**src/rtl/npc_seq.sv**
```systemverilog
// Sequential next-PC unit: owns the PC register and sequences fetch addresses
// through branches, jumps, optional delay slots, exception entry and eret.
module npc_seq #(
   parameter int unsigned ADDR_W     = 32,
   parameter logic [31:0] RESET_PC   = 32'h0000_3000,
   parameter logic [31:0] EXC_PC     = 32'h0000_4180,
   parameter bit          DELAY_SLOT = 1'b0
) (
   input  logic              clk,
   input  logic              reset,
   input  logic              stall,
   input  logic [2:0]        op,
   input  logic              cond,
   input  logic [25:0]       imm26,
   input  logic [ADDR_W-1:0] ra,
   input  logic              exc,
   input  logic              eret,
   output logic [ADDR_W-1:0] pc,
   output logic [ADDR_W-1:0] link,
   output logic [ADDR_W-1:0] epc,
   output logic              bd,
   output logic              in_slot,
   output logic              adel
);

   typedef enum logic [2:0] {
      OP_SEQ = 3'b000,
      OP_BR  = 3'b001,
      OP_J   = 3'b010,
      OP_JR  = 3'b011,
      OP_JAL = 3'b100
   } op_e;

   logic [ADDR_W-1:0] pc_q, pc_d;
   logic [ADDR_W-1:0] epc_q, epc_d;
   logic [ADDR_W-1:0] pend_tgt_q, pend_tgt_d;
   logic              bd_q, bd_d;
   logic              pend_v_q, pend_v_d;

   logic [ADDR_W-1:0] pc4;
   logic [ADDR_W-1:0] br_off;
   logic [ADDR_W-1:0] target;
   logic [31:0]       jmp32;
   logic              taken;

   assign pc4    = pc_q + ADDR_W'(4);
   assign br_off = ADDR_W'({{14{imm26[15]}}, imm26[15:0], 2'b00});

   // NOTE: every signal written in an always_comb gets a default first, so no path can infer a latch.
   always_comb begin
      jmp32       = 32'(pc4);
      jmp32[27:0] = {imm26, 2'b00};
      target      = pc4;
      taken       = 1'b0;
      case (op)
         OP_BR:         begin target = pc4 + br_off;       taken = cond; end
         OP_J, OP_JAL:  begin target = jmp32[ADDR_W-1:0];  taken = 1'b1; end
         OP_JR:         begin target = ra;                 taken = 1'b1; end
         default:       begin target = pc4;                taken = 1'b0; end
      endcase
   end

   // A misaligned jr is suppressed in a delay slot because the slot's op is ignored anyway.
   assign adel = (op == OP_JR) && (ra[1:0] != 2'b00) && !pend_v_q;

   always_comb begin
      pc_d       = pc_q;
      epc_d      = epc_q;
      bd_d       = bd_q;
      pend_v_d   = pend_v_q;
      pend_tgt_d = pend_tgt_q;
      if (exc || adel) begin
         pc_d     = EXC_PC[ADDR_W-1:0];
         epc_d    = pend_v_q ? pc_q - ADDR_W'(4) : pc_q;
         bd_d     = pend_v_q;
         pend_v_d = 1'b0;
      end else if (!stall) begin
         if (eret) begin
            pc_d     = epc_q;
            pend_v_d = 1'b0;
         end else if (pend_v_q) begin
            pc_d     = pend_tgt_q;
            pend_v_d = 1'b0;
         end else if (taken && !DELAY_SLOT) begin
            pc_d = target;
         end else if (taken) begin
            pc_d       = pc4;
            pend_tgt_d = target;
            pend_v_d   = 1'b1;
         end else begin
            pc_d = pc4;
         end
      end
   end

   // NOTE: sequential state uses non-blocking assignments so all registers update together on the edge.
   always_ff @(posedge clk) begin
      if (!reset) begin
         pc_q       <= RESET_PC[ADDR_W-1:0];
         epc_q      <= '0;
         bd_q       <= 1'b0;
         pend_v_q   <= 1'b0;
         pend_tgt_q <= '0;
      end else begin
         pc_q       <= pc_d;
         epc_q      <= epc_d;
         bd_q       <= bd_d;
         pend_v_q   <= pend_v_d;
         pend_tgt_q <= pend_tgt_d;
      end
   end

   assign pc      = pc_q;
   assign epc     = epc_q;
   assign bd      = bd_q;
   assign in_slot = pend_v_q;
   assign link    = pc_q + (DELAY_SLOT ? ADDR_W'(8) : ADDR_W'(4));

endmodule

```
**config.mk**
```make
export PLATFORM = sky130hd
export DESIGN_NAME = npc_seq
export DESIGN_NICKNAME = d
export VERILOG_FILES = /design/src/rtl/npc_seq.sv
export SDC_FILE = /design/constraint.sdc
export NUM_CORES = 1
export LEC_CHECK = 0
export BUFFER_PORTS_ARGS = -buffer_cell sky130_fd_sc_hd__buf_2
export CAP_MARGIN = 40
export CORE_ASPECT_RATIO = 0.75
export CORE_MARGIN = 5
export CORE_UTILIZATION = 47
export DETAILED_ROUTE_END_ITERATION = 8
export PLACE_DENSITY = 0.76
export SLEW_MARGIN = 40
export SYNTH_ARGS = -nofsm -noshare
export SYNTH_HDL_FRONTEND = slang
export SYNTH_SLANG_ARGS = --single-unit
```
**constraint.sdc**
```tcl
create_clock -name clk -period 3.4 [get_ports clk]
set_input_delay 0.68 -clock clk [delete_from_list [all_inputs] [get_ports clk]]
set_output_delay 0.68 -clock clk [all_outputs]
set_load 0.01 [all_outputs]
```
# Word-level counts from Yosys, hierarchy flattened
# Cells that the tools add are included.
# classes
add_sub_neg,2
eq_ne,5
n_mux,6
n_bitwise,1
n_reduce_logical,6
# ops
cell,n
$pmux 32 s3,1
$mux 32,2
$add 32x3->32 const B,1
$add 32x32->32,1
$mux 15,2
$eq 3x2->1 const B,2
$reduce_or 2->1,2
$eq 3x1->1 const B,1
$eq 3x3->1 const B,1
$reduce_or 3->1,1
$ne 2x1->1 const B,1
$pmux 1 s2,1
$reduce_bool 2->1,1
$logic_and 1x1->1,1
$logic_or 1x1->1,1
$not 1->1,1
# word_totals
ff_bits,64
inputBits,67
wordCells,23

# Depth between registers and ports, before layout
# Gate-level depths: netlist (run 1).
# depth
ltp_word,7
mapped_depth,16

# Least setup slack after synthesis (run 1)
# Ideal clock, no wire load.
# synth_path
path_kind,flip-flop to flip-flop
start,reg pc_q[7] (netlist: pc[7])
end,reg pc_q[30] (netlist: pc[30])
setup_ps,101
arrival_time_ps,3646
required_ps,3299
slack_ps,-347
stages_incl_launch_ff,17
synth_period_minus_slack_ps,3747
path_cell_list,dfxtp_1 buf_2 nand4_4 or4b_4 nor2_4 nand2_1 xnor2_1 ha_1 a21o_1 a211oi_1 a21o_1 a31oi_2 a211oi_2 o221ai_1 a21oi_1 xor2_1 o41ai_1
# synth_via
elab_chain_cells,5
# synth_lines
element,line,rtl
from (decl),34,"logic [ADDR_W-1:0] pc_q, pc_d;"
from (signal assigned),99,pc_q <= RESET_PC[ADDR_W-1:0];
from (signal assigned),105,pc_q <= pc_d;
$add 32x3->32,n/a,
net link[17],19,"output logic [ADDR_W-1:0] link,"
$add 32x32->32,56,OP_BR: begin target = pc4 + br_off; taken = cond; end
$pmux 32 s3,55,case (op)
$mux 32,84,end else if (taken && !DELAY_SLOT) begin
$mux 32,78,if (eret) begin
# The timed path passes the listed nets, and every way through them passes these cells.
# A chain may end at the register's enable or synchronous reset.

# Worst setup path after layout (run 1)
# layout_path
start,reg pc_q[10] (netlist: pc[10])
end,reg pc_q[28] (netlist: pc[28])
# layout_via
elab_chain_cells,5
# layout_lines
element,line,rtl
$add 32x3->32 (*),46,assign pc4 = pc_q + ADDR_W'(4);
$add 32x32->32,56,
$pmux 32 s3,55,
$mux 32 (*),84,
$mux 32 (*),78,
# Every way passes the cells marked *; elsewhere a longest branch is shown, timed or not.

==> results summary, run 1 <==
In the final routed layout, each cell accounts on average for 20.2 um. After floorplanning, the core was sized to cover 11000 um^2. The headroom to the max-slew limit came out at 56.2%.

Cells with a size suffix above 1 make up between 30% and 40% of the layout. The post-synthesis cell count came out at 704. The register area share after synthesis is 24.2%. In the post-route analysis, the smallest setup slack over all paths is -0.106 ns.

Clock tree synthesis found a total of 64 sinks. The global-route usage over all layers came out at 30.8%. The number of buffers on the longest clock path is 2. The placer congestion estimate came out at 1.01.

In the post-synthesis netlist, the biggest area contributors are sky130_fd_sc_hd__dfxtp_1, sky130_fd_sc_hd__a21oi_1, sky130_fd_sc_hd__nand2_1. The startpoint type of the worst setup path is a flop. The total routed wirelength is 21800 um. The maximum fanout count along the critical path is 5. The tightest hold path in the finished design has a slack of roughly 0.47 ns. The die covers between 10000 and 15000 um^2. The power density over the cells came out at 326 nW/um^2. The number of enable flip-flop cells after synthesis is 0. The clock edge transition at the registers on the reported setup and hold paths is around 0.060 ns. The transition time at the pin with the least slew margin is 0.656 ns.

The mapped netlist covers 5300 um^2. The layout has 897 filler cells. The via count of the first global-routing pass is 6256. The reported leakage power came out at 0.00351 uW.

In the synthesized netlist the dominant register cell turns out to be sky130_fd_sc_hd__dfxtp_1. The count of final hold-check violations is 0. The die height is 102 um.

Of the available clock period, the critical path in the final layout requires 103%. The cell at the root of the clock tree is sky130_fd_sc_hd__clkbuf_16. After floorplanning, the core was divided into 33 placement rows.

The arrival time of the worst setup path came out at 3.73 ns. The area occupied by registers came out at around 1300 um^2. For this run the aggregate overflow at the end of global routing stands at 0. The insertion delay to the later sink of the worst-skew pair is ~0.34 ns. Once detail routing completed, the nets flagged for antenna violations numbered 0. The area after detailed placement is between 6000 and 7000 um^2. The width of the die came out at 133 um. TritonCTS built the clock tree.

The class of the most critical hold timing path is reg2reg. On the final layout, the worst clock skew is roughly 0.0039 ns. Ranked by instance count, the synthesized netlist is headed by sky130_fd_sc_hd__nand2_1, sky130_fd_sc_hd__a21oi_1, sky130_fd_sc_hd__dfxtp_1. The number of I/O pins is 166. The async set or reset register ratio after synthesis is 0%.

Setup repair after global routing could not meet its margin everywhere. The number of port buffers is 163. The number of hold buffers added after CTS was 0. The Yosys step of the flow raised 0 warnings.

The final count of negative-setup-slack endpoints is 6. The most common cell in the synthesized netlist is sky130_fd_sc_hd__nand2_1. The worst path in the final design needs a cycle of 3.51 ns, including I/O delays and setup. The run finished, with violations left. The number of buffers added by the clock tree synthesis step is 9. The pin count of the biggest net entering global routing came out at 39. The number of DRC markers in iteration 0 came out at 815. In the final layout, the multi-input gates occupy 4090 um^2.

The number of nets in the layout came out at 1037. The final reports fail on setup timing. The diode insertion count for antenna repair is 0. For this run, the top clock speed supported by timing is 0.285 GHz.

The required time of the critical path came out at between 3 and 4 ns. The number of antenna violations at the first check in global routing is 0. The number of levels in the clock H-tree is 3. The number of detailed-routing iterations run before antenna repair is 5. The total DRC errors in the routed layout is 0.

The type of the setup path with the least slack is reg2reg. Relative to the synthesized area, the layout overhead comes to 42.4%. The number of pins with negative max-slew slack in the final report came out at 0. The register bit total from synthesis came out at 64. The effective utilization at floorplan came out at 48.2%.

Of all cell types, the one taking the most synthesized area is sky130_fd_sc_hd__dfxtp_1. The total non-filler cell area in the finished layout came out at 7540 um^2. The total of max-cap violations is 0. The detailed-route via count came out at 6718.

The type of destination of the critical path is a flop. IR analysis of the VDD net gives a maximum drop of between 200 and 250 uV. The share of the synthesized area in the top cell type came out at between 20% and 30%. Yosys mapped the design onto 68 distinct sky130hd cell types.

The average footprint of a synthesized cell came out at 7.52 um^2. The first global-routing pass estimated 33500 um of wire. The placed wire-length estimate after detailed placement came out at 15900 um.

The number of vias per cell after detailed routing came out at 6.22.
==> layer usage <==
| layer | track usage, % | up-vias | part of all wire, % |
|---|---|---|---|
| met5 | 0 | - | 0 |
| met4 | 8.79 | 0 | 2.0 |
| met3 | 7.87 | 42 | 11 |
| met2 | 47.9 | 426 | 44 |
| met1 | 42.7 | 3223 | 43 |
| li1 | - | 3027 | - |
==> flip-flops by register name (all words and copies together) (netlist names), named ones only <==
| name | cells |
|---|---|
| epc | 32 |
| pc | 30 |
==> timing repair <==
item | in CTS | in global routing
buffers inserted | 6 | 9
setup endpoints to repair | 8 | 14
resized for setup | 18 | 20
pin swaps | 12 | 23
==> cell families after synthesis <==
kind of cell,Yosys count,share of synthesized area [%]
AO/OA/AOI/OAI,235,29.2
XOR/XNOR,56,9.61
adder cells (fa/ha/maj),35,8.41
buffers and inverters,67,5.43
flip-flops,64,24.2
multiplexers,3,0.614
other,1,0.0708
AND/OR/NAND/NOR,243,22.5
==> cell type report <==
class / instances / share of cell area, %
timing repair buffer: 266 / 21.3
tap: 140 / 2.32
inverter: 20 / 1.01
sequential: 64 / 17.1
clock inverter: 5 / 0.730
multi-input combinational: 574 / 54.2
clock buffer: 11 / 3.35
==> stage by stage <==
stage	instances	util, %	setup TNS (ns)	setup WS [ns]	power [uW]
3_5_place_dp	1049	62.8	-0.519	-0.141	1440
2_1_floorplan	705	-	-0.216	-0.0810	1180
3_3_place_gp	1049	62.8	0	0.00401	1430
4_1_cts	1071	66.9	-0.0340	-0.0235	2420
6_report	1080	68.7	-0.545	-0.106	2460
5_1_grt	1080	68.7	-1.46	-0.232	2550
==> report_power, final <==
part	leakage, uW	switching (uW)	internal (uW)
logic	0.00284	404	287
clock network	0.000148	361	605
registers	0.000523	25.3	773
==> worst paths after layout <==
kind                               from  endpoint  slack (ns)  depth (start not counted)
worst max-delay path             pc[10]    pc[28]       -0.11                         14
worst min-delay path            epc[28]   epc[28]        0.47                          2
worst max register to register   pc[10]    pc[28]       -0.11                         14
worst min register to register  epc[28]   epc[28]        0.47                          2
==> cell usage in the layout (no fill, tap or decap), types with 19 or more instances in the layout <==
master,instances
sky130_fd_sc_hd__nand2_1,118
sky130_fd_sc_hd__o221ai_1,19
sky130_fd_sc_hd__buf_2,163
sky130_fd_sc_hd__xnor2_1,30
sky130_fd_sc_hd__nand3_1,19
sky130_fd_sc_hd__a21oi_1,85
sky130_fd_sc_hd__ha_1,26
sky130_fd_sc_hd__buf_4,101
sky130_fd_sc_hd__nor2_1,41
sky130_fd_sc_hd__o21ai_1,22
sky130_fd_sc_hd__dfxtp_1,56
==> critical path: stages (launching register included) <==
cell	delay, ns
sky130_fd_sc_hd__dfxtp_2	0.35
sky130_fd_sc_hd__nand4_4	0.10
sky130_fd_sc_hd__or4b_4	0.61
sky130_fd_sc_hd__nor2_2	0.16
sky130_fd_sc_hd__xor2_2	0.27
sky130_fd_sc_hd__ha_4	0.26
sky130_fd_sc_hd__nand2_1	0.12
sky130_fd_sc_hd__nor2_1	0.09
sky130_fd_sc_hd__a221oi_4	0.35
sky130_fd_sc_hd__a31oi_4	0.17
sky130_fd_sc_hd__a211oi_2	0.30
sky130_fd_sc_hd__buf_4	0.16
sky130_fd_sc_hd__o21ai_0	0.09
sky130_fd_sc_hd__xnor2_1	0.26
sky130_fd_sc_hd__o21ai_1	0.10
(Power assumes the default switching activity.)
==> run 2: changes to the inputs <==
Settings changed: ABC_AREA set to 1, CORE_UTILIZATION 47 to 49, PLACE_DENSITY 0.76 to 0.77.
==> results summary, run 2 <==
The flow ran to the end, and the final reports show no timing, DRC or antenna violations. The share of the clock period used by the worst path came out at 94.0% (-9.1 points). The number of warning messages in the yosys log came to 0 (unchanged). The placed wire-length estimate after detailed placement came to 20400 um (+28%).

By area the synthesized netlist is led by sky130_fd_sc_hd__dfxtp_1, sky130_fd_sc_hd__nand2_1, sky130_fd_sc_hd__a21oi_1. The global-route usage over all layers is 32.6% (+1.8 points). The count of different cell masters after synthesis came out at 51 (-25%). The maximum fanout count along the critical path came out at 7 (+2). STA classifies the critical path startpoint as a flop. The clock sink count came out at 64 (unchanged). The number of nets in the layout is 1321 (+27%). The insertion delay to the later sink of the worst-skew pair is 0.33 ns (about the same). The count of standard-cell rows is 35 (+6.1%).

The pin count of the biggest net entering global routing was 46 (+18%). The fraction of final layout cells with drive strength greater than 1 came out at 23.4% (-15 points). The number of pins with negative max-slew slack in the final report came out at 0 (unchanged). The pre-CTS setup slack was -0.0152 ns (+0.126 ns). The total of fill cells in the finished design is 1214 (+35%). The effective utilization at floorplan was 50.3% (+2.1 points). The number of flip-flops in the largest register came out at 32 (unchanged). The number of detailed-routing iterations run before antenna repair is 8 (+3). The worst setup path is captured at a flop. The placer congestion estimate was 1.07 (+6.0%). The shortest period the worst path allows is 3.20 ns (-0.311 ns). The share of the synthesized area in the top cell type came out at 20.5% (-3.6 points). The commonest cells after synthesis are sky130_fd_sc_hd__nand2_1, sky130_fd_sc_hd__inv_1, sky130_fd_sc_hd__nor2_1. The final cell count without fillers came out at 1390 (+29%). The required time of the critical path came to 3.66 ns (+0.04 ns). The number of enable flip-flop cells after synthesis is 0 (unchanged). The wire length of the first global-routing pass is 39000 um (+16%). The detailed-route via count is 7919 (+18%). The cts-stage hold buffer count was 0 (unchanged). The class of the most critical hold timing path is reg2reg. The cell area after technology mapping is 6240 um^2 (+18%). The cell total after placement came out at 1372 (+31%).

The number of antenna-violating nets in the routed design came out at 0 (unchanged). The total of max-cap violations came to 0 (unchanged). The total global routing overflow came out at 0 (unchanged). The transition time at the pin with the least slew margin is 0.793 ns (+0.137 ns).

The most common cell in the synthesized netlist is sky130_fd_sc_hd__nand2_1. The final sum of negative setup slack came to 0 ns (+0.545 ns). The register area share after synthesis came out at 20.5% (-3.6 points). The die height is 108 um (+5.7%). The number of DRC markers in iteration 0 came to 792 (-2.8%).

The count of final hold-check violations is 0 (unchanged). The average footprint of a synthesized cell came to 5.93 um^2 (-21%). The cell at the root of the clock tree is sky130_fd_sc_hd__clkbuf_16.

sky130_fd_sc_hd__dfxtp_1 takes more of the synthesized area than any other cell. The width of the die came out at 140 um (+5.8%). The number of levels in the clock H-tree was 3 (unchanged). The area occupied by multi-input gates came to 4410 um^2 (+7.8%).

The die area is 15100 um^2 (+12%). The via count of the first global-routing pass is 7145 (+14%). The number of buffers on the longest clock path is 2 (unchanged). The post-synthesis cell count is 1051 (+49%). The arrival time of the worst setup path was 3.46 ns (-0.27 ns). Leaving out fill and tap cells, the most frequent cell in the layout is sky130_fd_sc_hd__nand2_1. The register bit total from synthesis was 64 (unchanged).

The peak clock frequency supported by timing came out at 0.313 GHz (+9.7%). For this run, the leading register cell type out of synthesis is sky130_fd_sc_hd__dfxtp_1. The reported leakage power is 0.00403 uW (+15%). The synthesis-to-layout area growth is 23.6%. The total DRC errors in the routed layout is 0 (unchanged). The detailed-route wire length per cell is 18.3 um (-9.4%). The clock edge transition at the registers on the reported setup and hold paths is 0.06 ns (about the same). The number of port buffers is 163 (unchanged). The maximum resistive drop on vdd is 233 uV (+0.13%). The type of the setup path with the least slack is reg2reg. The number of I/O pins came to 166 (unchanged). The async set or reset register ratio after synthesis is 0% (unchanged). The number of buffers added by the clock tree synthesis step was 9 (unchanged). The final worst clock skew was 0.00532 ns (+0.00146 ns). The power density over the cells came out at 327 nW/um^2 (+0.32%). The number of antenna violations at the first check in global routing came out at 0 (unchanged). The post-route worst setup slack is 0.205 ns (+0.311 ns). In the layout the commonest cells are sky130_fd_sc_hd__nand2_1, sky130_fd_sc_hd__buf_2, sky130_fd_sc_hd__inv_1. The final count of negative-setup-slack endpoints is 0 (-6).

The diode insertion count for antenna repair came out at 0 (unchanged). The headroom to the max-slew limit came out at 46.8% (-9.4 points). The area occupied by registers came to 1290 um^2 (-0.39%). The placeable core region is 12400 um^2 (+13%). The number of vias per cell after detailed routing is 5.70 (-8.4%). The total routed wirelength is 25500 um (+17%). TritonCTS built the clock tree.
==> run 2: final cells by class <==
| cell class | instances | share of cell area, % |
|---|---|---|
| sequential | 64 | 16.7 |
| tap | 166 | 2.69 |
| clock buffer | 12 | 3.46 |
| multi-input combinational | 825 | 57.2 |
| inverter | 126 | 6.14 |
| timing repair buffer | 193 | 13.5 |
| clock inverter | 4 | 0.357 |
==> run 2: worst max-delay path, cell delays in order, from the launching register on <==
cell and delay (ns):
sky130_fd_sc_hd__dfxtp_1 0.48, sky130_fd_sc_hd__nand3_1 0.18, sky130_fd_sc_hd__nor2_2 0.19, sky130_fd_sc_hd__nand3_1 0.20
sky130_fd_sc_hd__nor2_1 0.20, sky130_fd_sc_hd__xor2_1 0.30, sky130_fd_sc_hd__ha_1 0.36, sky130_fd_sc_hd__a21oi_1 0.27
sky130_fd_sc_hd__o21ai_0 0.18, sky130_fd_sc_hd__a21oi_1 0.22, sky130_fd_sc_hd__nand3_1 0.10, sky130_fd_sc_hd__nand2_1 0.06
sky130_fd_sc_hd__nand3_1 0.09, sky130_fd_sc_hd__nand2_1 0.09, sky130_fd_sc_hd__nand2_1 0.06, sky130_fd_sc_hd__a21oi_2 0.13
==> run 2: where the power goes <==
group | switching [uW] | leakage [uW] | internal [uW]
registers | 50.2 | 0.000528 | 795
clock network | 342 | 0.000137 | 551
logic | 510 | 0.00336 | 269
total | 902 | 0.00403 | 1620
==> run 2: path summary, 6_finish.rpt <==
| path | startpoint | to | slack (ns) | cells past startpoint |
|---|---|---|---|---|
| hold / removal | epc[20] | epc[20] | 0.48 | 2 |
| setup / recovery | pc[4] | pc[28] | 0.20 | 15 |
| setup reg to reg | pc[4] | pc[28] | 0.20 | 15 |
| hold reg to reg | epc[20] | epc[20] | 0.48 | 2 |
==> run 2: stage by stage <==
stage | util [%] | area [um^2] | hold slack (ns) | power (uW)
floorplan | - | 6240 | 0.488 | 1310
global placement | 58.9 | 7300 | 0.462 | 1600
detailed placement | 58.9 | 7300 | 0.469 | 1600
CTS | 61.3 | 7600 | 0.479 | 2480
global route | 62.2 | 7710 | 0.508 | 2630
finish | 62.2 | 7710 | 0.479 | 2520
==> run 2: routing by layer <==
layer / track usage [%] / share of wire, %
met1: 46.9 / 44
met2: 49.5 / 41
met3: 6.39 / 12
met4: 8.85 / 3.3
met5: 0 / 0
==> run 2: logic make-up after synthesis <==
kind of cell | count (synthesis) | synth area share, %
flops | 64 | 20.5
fa+ha+maj | 35 | 7.14
xor+xnor | 22 | 3.09
simple gates | 540 | 38.4
compound gates | 226 | 20.4
other cells | 1 | 0.0601
buf+inv | 163 | 10.4
==> run 2: repair_timing <==
| item | CTS | global route |
|---|---|---|
| pin swaps | 0 | 4 |
| endpoints found under the setup margin | 1 | 20 |
| setup buffers | 0 | 2 |
| resized for setup | 1 | 23 |
==> run 3: changes to the inputs <==
Settings changed: CORE_MARGIN 5 to not set.
==> results summary, run 3 (same netlist as run 2, synthesis figures left out) <==
The flow ran to the end, and the final reports show no timing, DRC or antenna violations. The total of fill cells in the finished design is 1237 (+1.9%). The share of the clock period used by the worst path came to 94.5% (+0.51 points). The total DRC errors in the routed layout came to 0 (unchanged). The total routed wirelength came out at 23800 um (-6.6%). The endpoint identified for the worst register-to-register timing path is pc[14]. The library cell used most frequently in the layout, excluding fill and tap cells, is sky130_fd_sc_hd__nand2_1. The worst setup path is launched from a flop. The transition time at the pin with the least slew margin is 0.555 ns (-0.238 ns).

The area after detailed placement is 7270 um^2 (-0.45%). The worst reg2reg path depth is 20 (+5). Tracing the worst setup path back leads to its startpoint at pc[2]. The critical path ends at pc[14]. The detailed-route wire length per cell came out at 17.2 um (-6.1%). The number of buffers added by the clock tree synthesis step is 9 (unchanged). In this run the critical register-to-register path is launched from pc[2]. The total non-filler cell area in the finished layout is 7600 um^2 (-1.3%).

The width of the die is 132 um (-5.7%). The number of levels in the clock H-tree came to 3 (unchanged). The die area came to 13200 um^2 (-13%). Relative to the synthesized area, the layout overhead comes to 21.9%. STA classifies the critical path endpoint as a flop. The total of max-cap violations is 0 (unchanged). The shortest period the worst path allows is 3.21 ns (+0.0173 ns). The placed wire-length estimate after detailed placement came to 18700 um (-8.1%). The maximum resistive drop on vdd is 269 uV (+15%). The number of pins with negative max-slew slack in the final report is 0 (unchanged).

The peak clock frequency supported by timing came out at 0.311 GHz (-0.54%). The via count of the first global-routing pass is 6787 (-5.0%). The number of nets in the layout came out at 1315 (-0.45%). The clock sink count was 64 (unchanged). The die height is 99.7 um (-7.4%).

The reg-to-reg setup timing slack came out at 0.19 ns (-0.02 ns). The number of DRC markers in iteration 0 came out at 827 (+4.4%). The cts-stage hold buffer count is 0 (unchanged). The number of antenna-violating nets in the routed design is 0 (unchanged).

The diode insertion count for antenna repair is 0 (unchanged). The number of port buffers came out at 163 (unchanged). The headroom to the max-slew limit came to 62.6% (+16 points).

Setup repair after global routing could not meet its margin everywhere. TritonCTS built the clock tree. The count of standard-cell rows came out at 35 (unchanged). The insertion delay to the later sink of the worst-skew pair came out at 0.34 ns (about the same). The number of detailed-routing iterations run before antenna repair is 5 (-3). The worst hold path belongs to the class reg2reg. The effective utilization at floorplan was 50.5% (+0.18 points). The placer congestion estimate came out at 1.02 (-4.6%). The final worst clock skew is 0.0104 ns (+0.00508 ns). The arrival time of the worst setup path is 3.48 ns (+0.02 ns). The wire length of the first global-routing pass came to 36200 um (-7.3%). The number of flip-flops in the largest register was 32 (unchanged). The number of buffers on the longest clock path is 2 (unchanged). The reported leakage power is 0.00402 uW (-0.35%). The cell at the root of the clock tree is sky130_fd_sc_hd__clkbuf_16. The number of vias per cell after detailed routing is 5.66 (-0.71%). The type of the setup path with the least slack is reg2reg. The fraction of final layout cells with drive strength greater than 1 came out at 22.8% (-0.60 points). In the layout the commonest cells are sky130_fd_sc_hd__nand2_1, sky130_fd_sc_hd__buf_2, sky130_fd_sc_hd__inv_1. The number of antenna violations at the first check in global routing is 0 (unchanged). The beginning of the worst hold path is epc[10]. The detailed-route via count is 7823 (-1.2%). The count of final hold-check violations is 0 (unchanged). The number of I/O pins came out at 166 (unchanged). The maximum fanout count along the critical path came out at 5 (-2). The power density over the cells is 319 nW/um^2 (-2.4%). The placeable core region came out at 12300 um^2 (-0.35%). The final count of negative-setup-slack endpoints was 0 (unchanged). The total global routing overflow is 0 (unchanged). The required time of the critical path was 3.67 ns (about the same).

The global-route usage over all layers is 35.7% (+3.1 points). The pin count of the biggest net entering global routing was 36 (-22%). The final sum of negative setup slack is 0 ns (unchanged). The clock edge transition at the registers on the reported setup and hold paths came to 0.05 ns (about the same).
## run 3: cell types whose count changed in the layout (fill, tap and decap cells not counted), sizes merged
cell	delta
clkinv	+1
buf	-6
clkbuf	-1
clkinvlp	-2
inv	+1
## run 3: layout make-up
cell class	count	area (um^2)	area share (%)
clock buffers	11	233	3.06
multi-input cells	825	4370	57.4
inverters	126	473	6.22
repair buffers	187	1010	13.3
flip-flops and latches	64	1290	17.0
well taps	166	208	2.73
clock inverters	4	22.5	0.296
## run 3: how the worst min path moves through the flow
stage / end / slack, ns / cells after the start
finish: epc[10] / 0.47 / 2
detailed placement: epc[11] / 0.47 / 2
global route: epc[10] / 0.50 / 2
CTS: epc[11] / 0.48 / 2
floorplan: epc[20] / 0.49 / 2
global placement: epc[11] / 0.46 / 2
## run 3: what timing repair did
| action | in CTS | in global routing |
|---|---|---|
| hold endpoints to repair | 0 | 0 |
| endpoints found under the setup margin | 0 | 18 |
| buffers inserted | 0 | 2 |
| gates resized for setup | 0 | 23 |
## run 3: report_power, final
group          internal (uW)  switching (uW)  total (uW)
logic                    263             498         761
clock network            485             333         818
registers                796            48.9         845
## run 3: worst max-delay path, stage by stage (launching register included)
cell and delay, ns:
sky130_fd_sc_hd__dfxtp_2 0.36, sky130_fd_sc_hd__ha_1 0.21, sky130_fd_sc_hd__nand2_2 0.11, sky130_fd_sc_hd__nor2_4 0.13, sky130_fd_sc_hd__nand2_2 0.14, sky130_fd_sc_hd__nor2_4 0.16
sky130_fd_sc_hd__xnor2_1 0.17, sky130_fd_sc_hd__inv_1 0.15, sky130_fd_sc_hd__ha_1 0.35, sky130_fd_sc_hd__nand2_1 0.14, sky130_fd_sc_hd__inv_1 0.05, sky130_fd_sc_hd__nand2_1 0.09
sky130_fd_sc_hd__inv_1 0.07, sky130_fd_sc_hd__nand3_1 0.08, sky130_fd_sc_hd__nand3b_1 0.20, sky130_fd_sc_hd__buf_4 0.21, sky130_fd_sc_hd__a21oi_1 0.10, sky130_fd_sc_hd__o21ai_0 0.09
sky130_fd_sc_hd__nand2_1 0.12, sky130_fd_sc_hd__nand2_1 0.07, sky130_fd_sc_hd__a21oi_1 0.12
## run 3: through the flow
step,hold WS [ns],setup slack (ns),total power [uW],std cells,utilization [%]
floorplan,0.488,0.485,1310,1052,-
global placement,0.464,0.227,1580,1366,58.9
detailed placement,0.465,0.194,1590,1366,58.9
CTS,0.478,0.160,2390,1381,60.9
global route,0.496,-0.0364,2530,1383,61.6
finish,0.474,0.188,2420,1383,61.6
## run 3: metal layers
layer	global-route usage (%)	up-vias	wire length (um)
li1	-	3781	-
met1	50.4	3444	10100
met2	52.9	534	9650
met3	6.27	64	3110
met4	15.9	0	905
met5	0	-	0
